$ cat src/rtl/parity_load_seq.sv
// Parity-load sequencer: start launches a burst of len one-hot load strobes on a latched channel.
// Optional one-deep pending start slot is enabled by defining PARITY_LOAD_PEND_EN.
module parity_load_seq #(
   parameter int NCH   = 4,
   parameter int CH_W  = 2,
   parameter int LEN_W = 4
) (
   input  logic             clk_in,
   input  logic             rst,
   input  logic             start,
   input  logic [LEN_W-1:0] len,
   input  logic [CH_W-1:0]  ch_sel,
   input  logic             stall,
   input  logic             abort,
   output logic [NCH-1:0]   p_en,
   output logic [LEN_W-1:0] p_idx,
   output logic             busy,
   output logic             done
);

   typedef enum logic [1:0] {
      IDLE = 2'd0,
      ARM  = 2'd1,
      LOAD = 2'd2,
      DONE = 2'd3
   } state_t;

   state_t           state_reg, state_next;
   logic [LEN_W-1:0] len_reg, len_next;
   logic [LEN_W-1:0] idx_reg, idx_next;
   logic [CH_W-1:0]  ch_reg, ch_next;
   logic [CH_W-1:0]  ch_clamped;
   logic             last_word;
   logic             strobe;

`ifdef PARITY_LOAD_PEND_EN
   logic             pend_valid_reg, pend_valid_next;
   logic [LEN_W-1:0] pend_len_reg, pend_len_next;
   logic [CH_W-1:0]  pend_ch_reg, pend_ch_next;
`endif

   // Out-of-range channel requests fold onto the top channel.
   always_comb begin
      ch_clamped = ch_sel;
      if (int'(ch_sel) >= NCH)
         ch_clamped = CH_W'(NCH - 1);
   end

   assign last_word = (idx_reg == (len_reg - LEN_W'(1)));
   assign strobe    = (state_reg == LOAD) && !stall && !abort;

   generate
      for (genvar gi = 0; gi < NCH; gi++) begin : g_pen
         assign p_en[gi] = strobe && (ch_reg == CH_W'(gi));
      end
   endgenerate

   assign p_idx = idx_reg;
   assign busy  = (state_reg == ARM) || (state_reg == LOAD);
   assign done  = (state_reg == DONE);

   always_comb begin
      state_next = state_reg;
      len_next   = len_reg;
      ch_next    = ch_reg;
      idx_next   = idx_reg;
`ifdef PARITY_LOAD_PEND_EN
      pend_valid_next = pend_valid_reg;
      pend_len_next   = pend_len_reg;
      pend_ch_next    = pend_ch_reg;
`endif
      case (state_reg)
         IDLE: begin
            if (start) begin
               len_next   = len;
               ch_next    = ch_clamped;
               idx_next   = '0;
               state_next = ARM;
            end
         end
         ARM: begin
            if (abort || (len_reg == '0))
               state_next = DONE;
            else
               state_next = LOAD;
         end
         LOAD: begin
            if (abort) begin
               idx_next   = '0;
               state_next = DONE;
            end else if (!stall) begin
               if (last_word) begin
                  idx_next   = '0;
                  state_next = DONE;
               end else begin
                  idx_next = idx_reg + LEN_W'(1);
               end
            end
         end
         default: begin
            idx_next   = '0;
            state_next = IDLE;
`ifdef PARITY_LOAD_PEND_EN
            // A start arriving in this very cycle is the newest request and wins over the slot.
            if (start) begin
               len_next        = len;
               ch_next         = ch_clamped;
               pend_valid_next = 1'b0;
               state_next      = ARM;
            end else if (pend_valid_reg) begin
               len_next        = pend_len_reg;
               ch_next         = pend_ch_reg;
               pend_valid_next = 1'b0;
               state_next      = ARM;
            end
`endif
         end
      endcase
`ifdef PARITY_LOAD_PEND_EN
      if ((state_reg == ARM) || (state_reg == LOAD)) begin
         if (abort) begin
            pend_valid_next = 1'b0;
         end else if (start) begin
            pend_valid_next = 1'b1;
            pend_len_next   = len;
            pend_ch_next    = ch_clamped;
         end
      end
`endif
   end

   always_ff @(posedge clk_in) begin
      if (rst) begin
         state_reg <= IDLE;
         len_reg   <= '0;
         ch_reg    <= '0;
         idx_reg   <= '0;
`ifdef PARITY_LOAD_PEND_EN
         pend_valid_reg <= 1'b0;
         pend_len_reg   <= '0;
         pend_ch_reg    <= '0;
`endif
      end else begin
         state_reg <= state_next;
         len_reg   <= len_next;
         ch_reg    <= ch_next;
         idx_reg   <= idx_next;
`ifdef PARITY_LOAD_PEND_EN
         pend_valid_reg <= pend_valid_next;
         pend_len_reg   <= pend_len_next;
         pend_ch_reg    <= pend_ch_next;
`endif
      end
   end

endmodule
$ cat config.mk
export PLATFORM = sky130hd
export DESIGN_NAME = parity_load_seq
export DESIGN_NICKNAME = d
export VERILOG_FILES = /design/src/rtl/parity_load_seq.sv
export SDC_FILE = /design/constraint.sdc
export NUM_CORES = 1
export LEC_CHECK = 0
export ABC_AREA = 0
export ABC_CLOCK_PERIOD_IN_PS = 2850
export BUFFER_PORTS_ARGS = -buffer_cell sky130_fd_sc_hd__buf_2
export CAP_MARGIN = 20
export CORE_UTILIZATION = 49
export CTS_CLUSTER_DIAMETER = 150
export DETAILED_ROUTE_END_ITERATION = 8
export MAX_ROUTING_LAYER = met4
export PLACE_DENSITY_LB_ADDON = 0.1
export SYNTH_ARGS = -nofsm -noshare
export SYNTH_HDL_FRONTEND = slang
export SYNTH_SLANG_ARGS = --single-unit
$ cat constraint.sdc
create_clock -name clk_in -period 2.85 [get_ports clk_in]
set_input_delay 0.1425 -clock clk_in [delete_from_list [all_inputs] [get_ports clk_in]]
set_output_delay 0.1425 -clock clk_in [all_outputs]
set_load 0.02 [all_outputs]
==> results of run 1 <==
-- logic make-up after synthesis --
kind of cell | count (synthesis)
compound gates | 19
fa+ha+maj | 7
buf+inv | 10
simple gates | 40
xor+xnor | 6
flops | 12
-- area by class of cell --
class / instances / area (um^2)
inverter: 6 / 22.5
multi-input combinational: 72 / 460
clock buffer: 3 / 22.5
tap: 15 / 18.8
sequential: 12 / 240
fill: 134 / 502
timing repair buffer: 20 / 100
-- layer usage --
layer  vias up  wire, um  share of wire [%]
met5         -         0                  0
met4         0         0                  0
met3         0        88                5.8
met2        25       741                 49
met1       318       678                 45
li1        365         -                  -
-- critical path, delay by kind of cell (launching register included) --
family,cells,cell delay [ns]
buffers and inverters,1,0.08
and+or+nand+nor,3,0.99
DFF,1,0.38
AOI/OAI and AO/OA,2,0.39
adders and majority gates,1,0.22
-- how the worst max path moves through the flow --
stage | startpoint | to | slack [ns]
6_report | state_reg[0] | p_idx[3] | 0.72
5_1_grt | state_reg[0] | p_idx[3] | 0.63
4_1_cts | state_reg[0] | p_idx[3] | 0.73
3_5_place_dp | state_reg[0] | p_idx[3] | 0.75
3_3_place_gp | state_reg[0] | p_idx[3] | 0.80
2_1_floorplan | state_reg[0] | p_idx[3] | 0.83
-- cells in the final DEF (no fill, tap or decap) --
master	synthesis	layout
dfxtp_1	12	12
o41ai_1	1	1
nand4b_1	1	1
or4_1	1	1
xnor2_1	6	6
nor3_1	1	1
or3_2	1	1
nand3_1	11	11
o41a_1	1	1
or2_0	1	1
nor3b_1	1	1
nor2b_2	1	1
nand2_1	13	13
a22o_4	1	1
nor2_1	5	5
buf_2	1	20
a31oi_1	2	2
nand2b_1	1	1
nand3b_1	1	1
o21ai_0	3	3
ha_1	7	7
a21oi_1	11	11
inv_1	5	5
and3_1	1	1
inv_2	1	1
clkbuf_4	0	3
nor4_1	1	1
-- through the flow --
stage	utilization [%]	total power [uW]	instances	cell area, um^2	setup WS [ns]
4_1_cts	63.3	665	128	865	0.729
5_1_grt	63.3	711	128	865	0.629
6_report	63.3	660	128	865	0.718
3_3_place_gp	61.6	557	125	842	0.802
3_5_place_dp	61.6	562	125	842	0.748
2_1_floorplan	-	502	94	748	0.827
-- power by group --
part           leakage, uW  switching (uW)  internal [uW]  total (uW)
clock network    0.0000138            52.5           48.9         101
registers        0.0000980            33.4            199         232
logic             0.000258             193            133         326
total             0.000370             279            381         660
==> summary.md, run 1 <==
| Metric | Value |
|---|---|
| Status | `complete, no violations` |
| Reg2reg path depth | `7` |
| Setup Skew | `0.00289 ns` |
| CTS tree | `built` |
| Max H-tree Level | `1` |
| Tmin final | `2.13 ns` |
| Layout cells sized above 1 | `23.9%` |
| Post-synth cell types | `29` |
| Synth top area cells | `dfxtp_1 32%, ha_1 12%, a21oi_1 7.4%` |
| Number of flops mapped to enable cells by yosys | `0` |
| DR pass1 iterations | `4` |
| XOR/XNOR share of the synthesized area | `7.02%` |
| Met1 Use GR | `22.6%` |
| Lkg Pwr | `0.000370 uW` |
| CTS Sinks | `12` |
| Worst setup SP type | `flop` |
| Final Hold Viols | `0` |
| Post-DR vias/cell | `5.53` |
| CP Capture Type | `flop` |
| F_max | `469 MHz` |
| WP data required | `3.05 ns` |
| Hold Worst Slack | `0.120 ns` |
| Primary FF master, synth | `dfxtp_1` |
| Clock-pin slew on the worst setup and hold paths | `0.07 ns` |
| GRT Residual Overflow | `0` |
| Num CTS Buffers | `3` |
| Placer congestion estimate | `0.723` |
| Flop2flop setup slack | `0.72 ns` |
| Worst IR drop on VDD | `0.483 mV` |
| Gate Count Post-Synth | `94` |
| Top cell type's share of synthesized area | `32.1%` |
| Die H | `41.1 um` |
| Global routing usage on met2 | `37.1%` |
| FF-to-FF End | `p_idx[3]` |
| # port buffers | `20` |
| Hold EP | `ch_reg[1]` |
| Drt total wl | `1510 um` |
| Final ANT Viol Nets | `0` |
| Setup TNS | `0 ns` |
| Synth Cell Area | `748 um^2` |
| HP Class | `in2reg` |
| Commonest cells in the netlist | `13 x nand2_1, 12 x dfxtp_1, 11 x a21oi_1, 11 x nand3_1, 7 x ha_1` |
| Period utilisation layout | `74.8%` |
| Die width | `41.1 um` |
| Core area | `1370 um^2` |
| CP max stage delay | `0.53 ns` |
| CP arrival | `2.33 ns` |
| Top cell type by total area after synthesis | `dfxtp_1` |
| Busiest grt layer | `met2` |
| Largest family of logic cells by synthesized area | `simple AND/OR/NAND/NOR gates` |
| Critical path class | `reg2reg` |
| RSZ-0062 raised after global routing | `false` |
| Avg Cell Area, Syn | `7.96 um^2` |
| Critical Path, Cell by Cell | `inv_1, ha_1, nor2b_2, a22o_4, or2_0, or4_1, a31oi_1` |
| Met3 Usage GRT | `9.78%` |
| Post-CTS Setup Inserts | `0` |
| FF+latch count, synth | `12` |
| Worst-Skew Late Latency | `0.27 ns` |
| Final Max Tran Viols | `0` |
| CP max-delay cell | `or4_1` |
| Die area | `1690 um^2` |
| All-Layer GR Usage | `21.7%` |
| FF-to-FF Start | `state_reg[0]` |
| Row count | `13` |
| Largest net degree at the start of global routing | `13` |
| Root Driver | `clkbuf_4` |
| Relative slew slack | `55.1%` |
| HP Start | `ch_sel[1]` |
| CTS max path bufs | `2` |
| Initial DRC count | `14` |
| Starting Density | `54.8%` |
| Most common cell in the synthesized netlist | `nand2_1` |
| Worst hold stages | `3` |
| Crit-path max FO | `6` |
| Boundary Pins | `21` |
| Average wire per standard cell | `11.8 um` |
| Vias in the first global route | `554` |
| N_diodes | `0` |
| Via count | `708` |
| Multiplexer share of the synthesized area | `0%` |
| DP HPWL | `1180 um` |
| DR DRC count | `0` |
| Async SR Flop Fraction | `0%` |
| PwrDens | `763 nW/um^2` |
| Least-Margin Pin Slew | `0.665 ns` |
| Initial antenna violation count | `0` |
| Mapped Nets | `112` |
| Seq/Total Area, Yosys | `32.1%` |
| Max-Cap Viols | `0` |
| Post-CTS sizing | `0` |
| Final Setup Violations | `0` |
| Synth warn | `0` |
| Synth Area in Compound Gates | `16.1%` |
| Post-CTS Hold Buffers | `0` |
| Adder-Cell Fraction of Synth Area | `11.7%` |
| Area Growth Syn to Fin | `15.6%` |
| Global-route wire length before repair | `2260 um` |
| Post-Synth Simple-Gate Area | `26.8%` |
| Layout Nets | `133` |
(Power assumes the default switching activity.)
==> run 2: changes to the inputs <==
--- a/config.mk
+++ b/config.mk
@@ -6,10 +6,10 @@
 export NUM_CORES = 1
 export LEC_CHECK = 0
 export ABC_AREA = 0
-export ABC_CLOCK_PERIOD_IN_PS = 2850
+export ABC_CLOCK_PERIOD_IN_PS = 1900
 export BUFFER_PORTS_ARGS = -buffer_cell sky130_fd_sc_hd__buf_2
 export CAP_MARGIN = 20
-export CORE_UTILIZATION = 49
+export CORE_UTILIZATION = 45
 export CTS_CLUSTER_DIAMETER = 150
 export DETAILED_ROUTE_END_ITERATION = 8
 export MAX_ROUTING_LAYER = met4
==> constraint.sdc (replaced) <==
create_clock -name clk_in -period 1.9 [get_ports clk_in]
set_input_delay 0.095 -clock clk_in [delete_from_list [all_inputs] [get_ports clk_in]]
set_output_delay 0.095 -clock clk_in [all_outputs]
set_load 0.02 [all_outputs]
==> run 2 against run 1 <==
Combinational power grew 77%. Sequential power rose by 51%. Final area grew 8.0%. Flip-flop and latch count unchanged. Clock skew is essentially flat. Routed wire length rose by 6.6%. Highest routed layer is now met4. Largest power group unchanged. Register-to-register slack got worse by 0.66 ns. First-iteration DRC count fell by 14%.
==> summary.md, run 2 (synthesized netlist as in run 1, its figures left out) <==
| Metric | Value |
|---|---|
| CTS Sinks | `12` |
| Initial antenna violation count | `0` |
| Final Setup Violations | `0` |
| Drt total wl | `1610 um` |
| Via count | `731` |
| Net Sw Power | `455 uW` |
| RSZ-0062 raised after global routing | `false` |
| Core area | `1520 um^2` |
| Net Sw Frac | `40.2%` |
| Post-DR vias/cell | `5.46` |
| F_max | `542 MHz` |
| Initial DRC count | `12` |
| Worst-Skew Late Latency | `0.28 ns` |
| Post-CTS Hold Buffers | `0` |
| Root Driver | `clkbuf_4` |
| GRT Residual Overflow | `0` |
| Vias in the first global route | `665` |
| Tmin final | `1.85 ns` |
| # port buffers | `20` |
| Relative slew slack | `76.8%` |
| Die area | `1830 um^2` |
| Die width | `42.8 um` |
| Boundary Pins | `21` |
| HP Class | `in2reg` |
| Final Hold Viols | `0` |
| Buf/Inv on CP | `1` |
| CP delay by family, top | `simple AND/OR/NAND/NOR gates` |
| Layout Nets | `137` |
| Layout cells sized above 1 | `33.9%` |
| Clk pwr share | `18.2%` |
| Largest net degree at the start of global routing | `13` |
| Period utilisation layout | `97.1%` |
| Area occupied by multi-input gates | `480 um^2` |
| Max H-tree Level | `1` |
| Clock-pin slew on the worst setup and hold paths | `0.08 ns` |
| Worst setup SP type | `flop` |
| Average wire per standard cell | `12.0 um` |
| Status | `complete, no violations` |
| Area Growth Syn to Fin | `24.7%` |
| Global-route wire length before repair | `2750 um` |
| Die H | `42.8 um` |
| Num CTS Buffers | `3` |
| DP HPWL | `1230 um` |
| Commonest non-fill, non-tap cell in the layout | `buf_2` |
| Setup TNS | `0 ns` |
| Critical path class | `reg2reg` |
| DR pass1 iterations | `4` |
| Crit-path max FO | `6` |
| CP arrival | `2.06 ns` |
| Worst IR drop on VDD | `0.744 mV` |
| CTS max path bufs | `2` |
| Row count | `14` |
| PwrDens | `1210 nW/um^2` |
| Pwr Total | `1130 uW` |
| N_diodes | `0` |
| Commonest cells after routing, fill and taps aside | `20 x buf_2, 13 x nand2_1, 11 x nand3_1, 11 x a21oi_1, 9 x dfxtp_1` |
| Register area | `244 um^2` |
| Setup Skew | `0.00308 ns` |
| Placer congestion estimate | `0.749` |
| Post-CTS Setup Inserts | `0` |
| Least-Margin Pin Slew | `0.344 ns` |
| Sequential share of power | `30.9%` |
| Final Max Tran Viols | `0` |
| Comb pwr share | `50.9%` |
| Max-Cap Viols | `0` |
| CP max stage delay | `0.45 ns` |
| CTS tree | `built` |
| WP data required | `2.11 ns` |
| CP max-delay cell | `or3_2` |
| Pint | `677 uW` |
| All-Layer GR Usage | `20.4%` |
| Filler cells | `161` |
| DR DRC count | `0` |
| Critical Path, Cell by Cell | `inv_2, ha_2, nor2b_4, a22o_4, or2_4, or3_2, a21oi_1` |
| Starting Density | `49.1%` |
| Lkg Pwr | `0.000398 uW` |
| CP Capture Type | `flop` |
| Final ANT Viol Nets | `0` |
## run 2: metrics by stage
| step | worst slack, ns | utilization, % | cell area (um^2) | instances | hold slack, ns |
|---|---|---|---|---|---|
| 3_5_place_dp | 0.0196 | 58.1 | 886 | 130 | 0.359 |
| 3_3_place_gp | 0.0674 | 58.1 | 886 | 130 | 0.353 |
| 4_1_cts | 0.00129 | 60.5 | 922 | 134 | 0.0601 |
| 5_1_grt | 0.00229 | 61.2 | 933 | 134 | 0.0671 |
| 6_report | 0.0546 | 61.2 | 933 | 134 | 0.0657 |
| 2_1_floorplan | 0.0497 | - | 767 | 94 | 0.164 |
## run 2: timing repair
| item | in CTS | in global routing |
|---|---|---|
| endpoints found under the setup margin | 0 | 4 |
| endpoints found under the hold margin | 0 | 0 |
| resized for setup | 0 | 5 |
## run 2: final timing paths
path,startpoint,end,depth (start not counted),slack [ns]
min,len[1],len_reg[1],3,0.07
max reg2reg,state_reg[0],p_idx[0],7,0.05
min reg2reg,len_reg[3],len_reg[3],2,0.49
max,state_reg[0],p_idx[0],7,0.05
## run 2: cell type report
| type | count | area share, % |
|---|---|---|
| inverter | 6 | 2.41 |
| sequential | 12 | 26.1 |
| timing repair buffer | 24 | 13.9 |
| multi-input combinational | 72 | 51.5 |
| tap | 16 | 2.14 |
| clock buffer | 4 | 3.89 |
## run 2: routing by layer
metal	GRT usage [%]	vias to the layer above	share of wire (%)
li1	-	374	-
met1	25.5	337	48
met2	31.5	15	46
met3	2.55	5	3.1
met4	11.9	0	2.4
met5	-	-	0
## run 2: worst reg2reg max path: cells and delay by family, from the launching register on
family	cells	cell delay (ns)
AND/OR/NAND/NOR	3	0.84
flip-flops	1	0.36
AO/OA/AOI/OAI	2	0.35
adder cells (fa/ha/maj)	1	0.19
buffers and inverters	1	0.05
## run 2: power groups by stage
stage               clock network (uW)  registers, uW  logic (uW)
global route                       225            357         654
CTS                                214            348         554
floorplan                            0            349         448
finish                             207            350         576
global placement                     0            353         538
detailed placement                   0            354         549
==> run 3: changes to the inputs <==
--- a/config.mk
+++ b/config.mk
@@ -5,11 +5,11 @@
 export SDC_FILE = /design/constraint.sdc
 export NUM_CORES = 1
 export LEC_CHECK = 0
-export ABC_AREA = 0
+export ABC_AREA = 1
 export ABC_CLOCK_PERIOD_IN_PS = 1900
 export BUFFER_PORTS_ARGS = -buffer_cell sky130_fd_sc_hd__buf_2
 export CAP_MARGIN = 20
-export CORE_UTILIZATION = 45
+export CORE_UTILIZATION = 46
 export CTS_CLUSTER_DIAMETER = 150
 export DETAILED_ROUTE_END_ITERATION = 8
 export MAX_ROUTING_LAYER = met4
==> run 3 against run 2 <==
Routed wire length shrank 1.6%. Power grew 2.5%. Hold slack gained 0.031 ns. Largest cell class unchanged. Largest power group unchanged.
==> summary.md, run 3 <==
| Metric | Value |
|---|---|
| Mapped Nets | `138` |
| Layout Nets | `162` |
| Setup Skew | `0.00246 ns` |
| N_diodes | `0` |
| Die area | `1940 um^2` |
| Tmin final | `1.63 ns` |
| Reg2reg path depth | `12` |
| Period utilisation layout | `85.8%` |
| Dpl cells | `154` |
| Post-Synth Simple-Gate Area | `31.2%` |
| All-Layer GR Usage | `20.4%` |
| Primary FF master, synth | `dfxtp_1` |
| Die H | `44.1 um` |
| Layout Cells excl Fill | `159` |
| Synth Cell Area | `815 um^2` |
| Final Setup Violations | `0` |
| Worst IR drop on VDD | `0.843 mV` |
| Top cell type by total area after synthesis | `dfxtp_1` |
| Async SR Flop Fraction | `0%` |
| Global-route wire length before repair | `2900 um` |
| FF+latch count, synth | `12` |
| Via count | `780` |
| Layout cells sized above 1 | `25.2%` |
| Starting Density | `51.7%` |
| CTS Sinks | `12` |
| RSZ-0062 raised after global routing | `false` |
| Relative slew slack | `77.9%` |
| Gate Count Post-Synth | `120` |
| Drt total wl | `1580 um` |
| Boundary Pins | `21` |
| Die width | `44.1 um` |
| Clock-pin slew on the worst setup and hold paths | `0.08 ns` |
| Post-synth cell types | `21` |
| Max H-tree Level | `1` |
| CTS max path bufs | `2` |
| Average wire per standard cell | `9.95 um` |
| Status | `complete, no violations` |
| Critical path class | `reg2out` |
| Commonest cells in the netlist | `20 x inv_1, 20 x nand2_1, 12 x dfxtp_1, 11 x a21oi_1` |
| Synth warn | `0` |
| Seq/Total Area, Yosys | `29.5%` |
| Commonest cells after routing, fill and taps aside | `20 x inv_1, 20 x nand2_1, 20 x buf_2` |
| Max-Cap Viols | `0` |
| Num CTS Buffers | `3` |
| Core area | `1580 um^2` |
| HP Class | `in2reg` |
| WP data required | `1.80 ns` |
| F_max | `613 MHz` |
| Row count | `14` |
| Avg Cell Area, Syn | `6.79 um^2` |
| CP arrival | `1.54 ns` |
| Lkg Pwr | `0.000510 uW` |
| CP Capture Type | `primary output` |
| Worst setup path end | `p_en[2]` |
| GRT Residual Overflow | `0` |
| DR pass1 iterations | `7` |
| Vias in the first global route | `688` |
| Least-Margin Pin Slew | `0.331 ns` |
| Placer congestion estimate | `0.845` |
| Flop2flop setup slack | `0.35 ns` |
| Post-CTS Setup Inserts | `0` |
| Post-DR vias/cell | `4.91` |
| Final Hold Viols | `0` |
| Initial DRC count | `20` |
| Top cell type's share of synthesized area | `29.5%` |
| Final ANT Viol Nets | `0` |
| PwrDens | `1200 nW/um^2` |
| Root Driver | `clkbuf_4` |
| Final Max Tran Viols | `0` |
| Largest family of logic cells by synthesized area | `simple AND/OR/NAND/NOR gates` |
| FF-to-FF Start | `len_reg[0]` |
| Synth Area in Compound Gates | `14.6%` |
| DP HPWL | `1260 um` |
| Number of flops mapped to enable cells by yosys | `0` |
| Area Growth Syn to Fin | `19.0%` |
| CP startpoint | `state_reg[0]` |
| # port buffers | `20` |
| Crit-path max FO | `6` |
| Synth top area cells | `dfxtp_1 29%, ha_1 11%, inv_1 9.2%` |
| DR DRC count | `0` |
| Worst-Skew Late Latency | `0.27 ns` |
| Largest net degree at the start of global routing | `13` |
| Initial antenna violation count | `0` |
| Multiplexer share of the synthesized area | `0%` |
| Setup TNS | `0 ns` |
| CTS tree | `built` |
| Adder-Cell Fraction of Synth Area | `10.8%` |
| Worst setup SP type | `flop` |
| FF-to-FF End | `state_reg[1]` |
| XOR/XNOR share of the synthesized area | `2.00%` |
-- run 3: changes by cell type after synthesis, moves of 2 or more --
cell,change
inv_1,+15
nand2_1,+7
xnor2_1,-6
nor2_1,+5
o21ai_0,+5
nand2_2,+4
nor3_1,+3
a31oi_1,-2
inv_2,+2
nor2_4,+2
-- run 3: critical path, cell delays in order, from the launching register on --
cell	delay (ns)
dfxtp_1	0.35
inv_1	0.09
ha_1	0.14
inv_1	0.06
nor2_4	0.16
nand2_1	0.13
nor3_1	0.15
buf_2	0.19
-- run 3: through the flow --
step           power, uW  hold WS [ns]  setup WS [ns]  cell area (um^2)  utilization (%)
3_5_place_dp         961         0.268          0.362               923             58.6
6_report            1160        0.0963          0.270               970             61.5
5_1_grt             1290         0.111          0.103               970             61.5
3_3_place_gp         948         0.265          0.379               923             58.6
4_1_cts             1170        0.0938          0.250               970             61.5
2_1_floorplan        850         0.164          0.482               815                -
-- run 3: logic make-up after synthesis --
family,count (synthesis)
flip-flops,12
AO/OA/AOI/OAI,22
buffers and inverters,25
adder cells (fa/ha/maj),7
XOR/XNOR,1
AND/OR/NAND/NOR,53
-- run 3: what timing repair did --
| action | 4_1_cts | 5_1_grt |
|---|---|---|
| gates resized for setup | 0 | 0 |
| hold buffers | 1 | 0 |
| hold endpoints to repair | 1 | 0 |
-- run 3: area by class of cell --
cell class | count | area, um^2
clock buffer | 4 | 36.3
fill | 152 | 607
multi-input combinational | 83 | 477
inverter | 23 | 86.3
tap | 16 | 20.0
timing repair buffer | 21 | 110
sequential | 12 | 240
-- run 3: power by group --
| group | switching, uW | total [uW] | internal [uW] |
|---|---|---|---|
| combinational | 378 | 594 | 216 |
| clock | 89.9 | 206 | 116 |
| sequential | 50.7 | 360 | 310 |
-- run 3: routing by layer --
metal / wire length (um) / part of all wire (%) / vias up / GRT usage [%]
li1: - / - / 427 / -
met1: 758 / 48 / 330 / 26.1
met2: 749 / 47 / 21 / 32.4
met3: 63 / 4.0 / 2 / 4.90
met4: 10 / 0.63 / 0 / 5.45
met5: 0 / 0 / - / -
-- run 3: worst min-delay path by stage --
stage / startpoint / endpoint / slack (ns) / cells past startpoint
global route: len[1] / len_reg[1] / 0.11 / 3
CTS: len[1] / len_reg[1] / 0.09 / 3
detailed placement: rst / p_idx[1] / 0.27 / 2
global placement: rst / p_idx[1] / 0.27 / 2
finish: len[1] / len_reg[1] / 0.1 / 3
floorplan: rst / p_idx[1] / 0.16 / 1
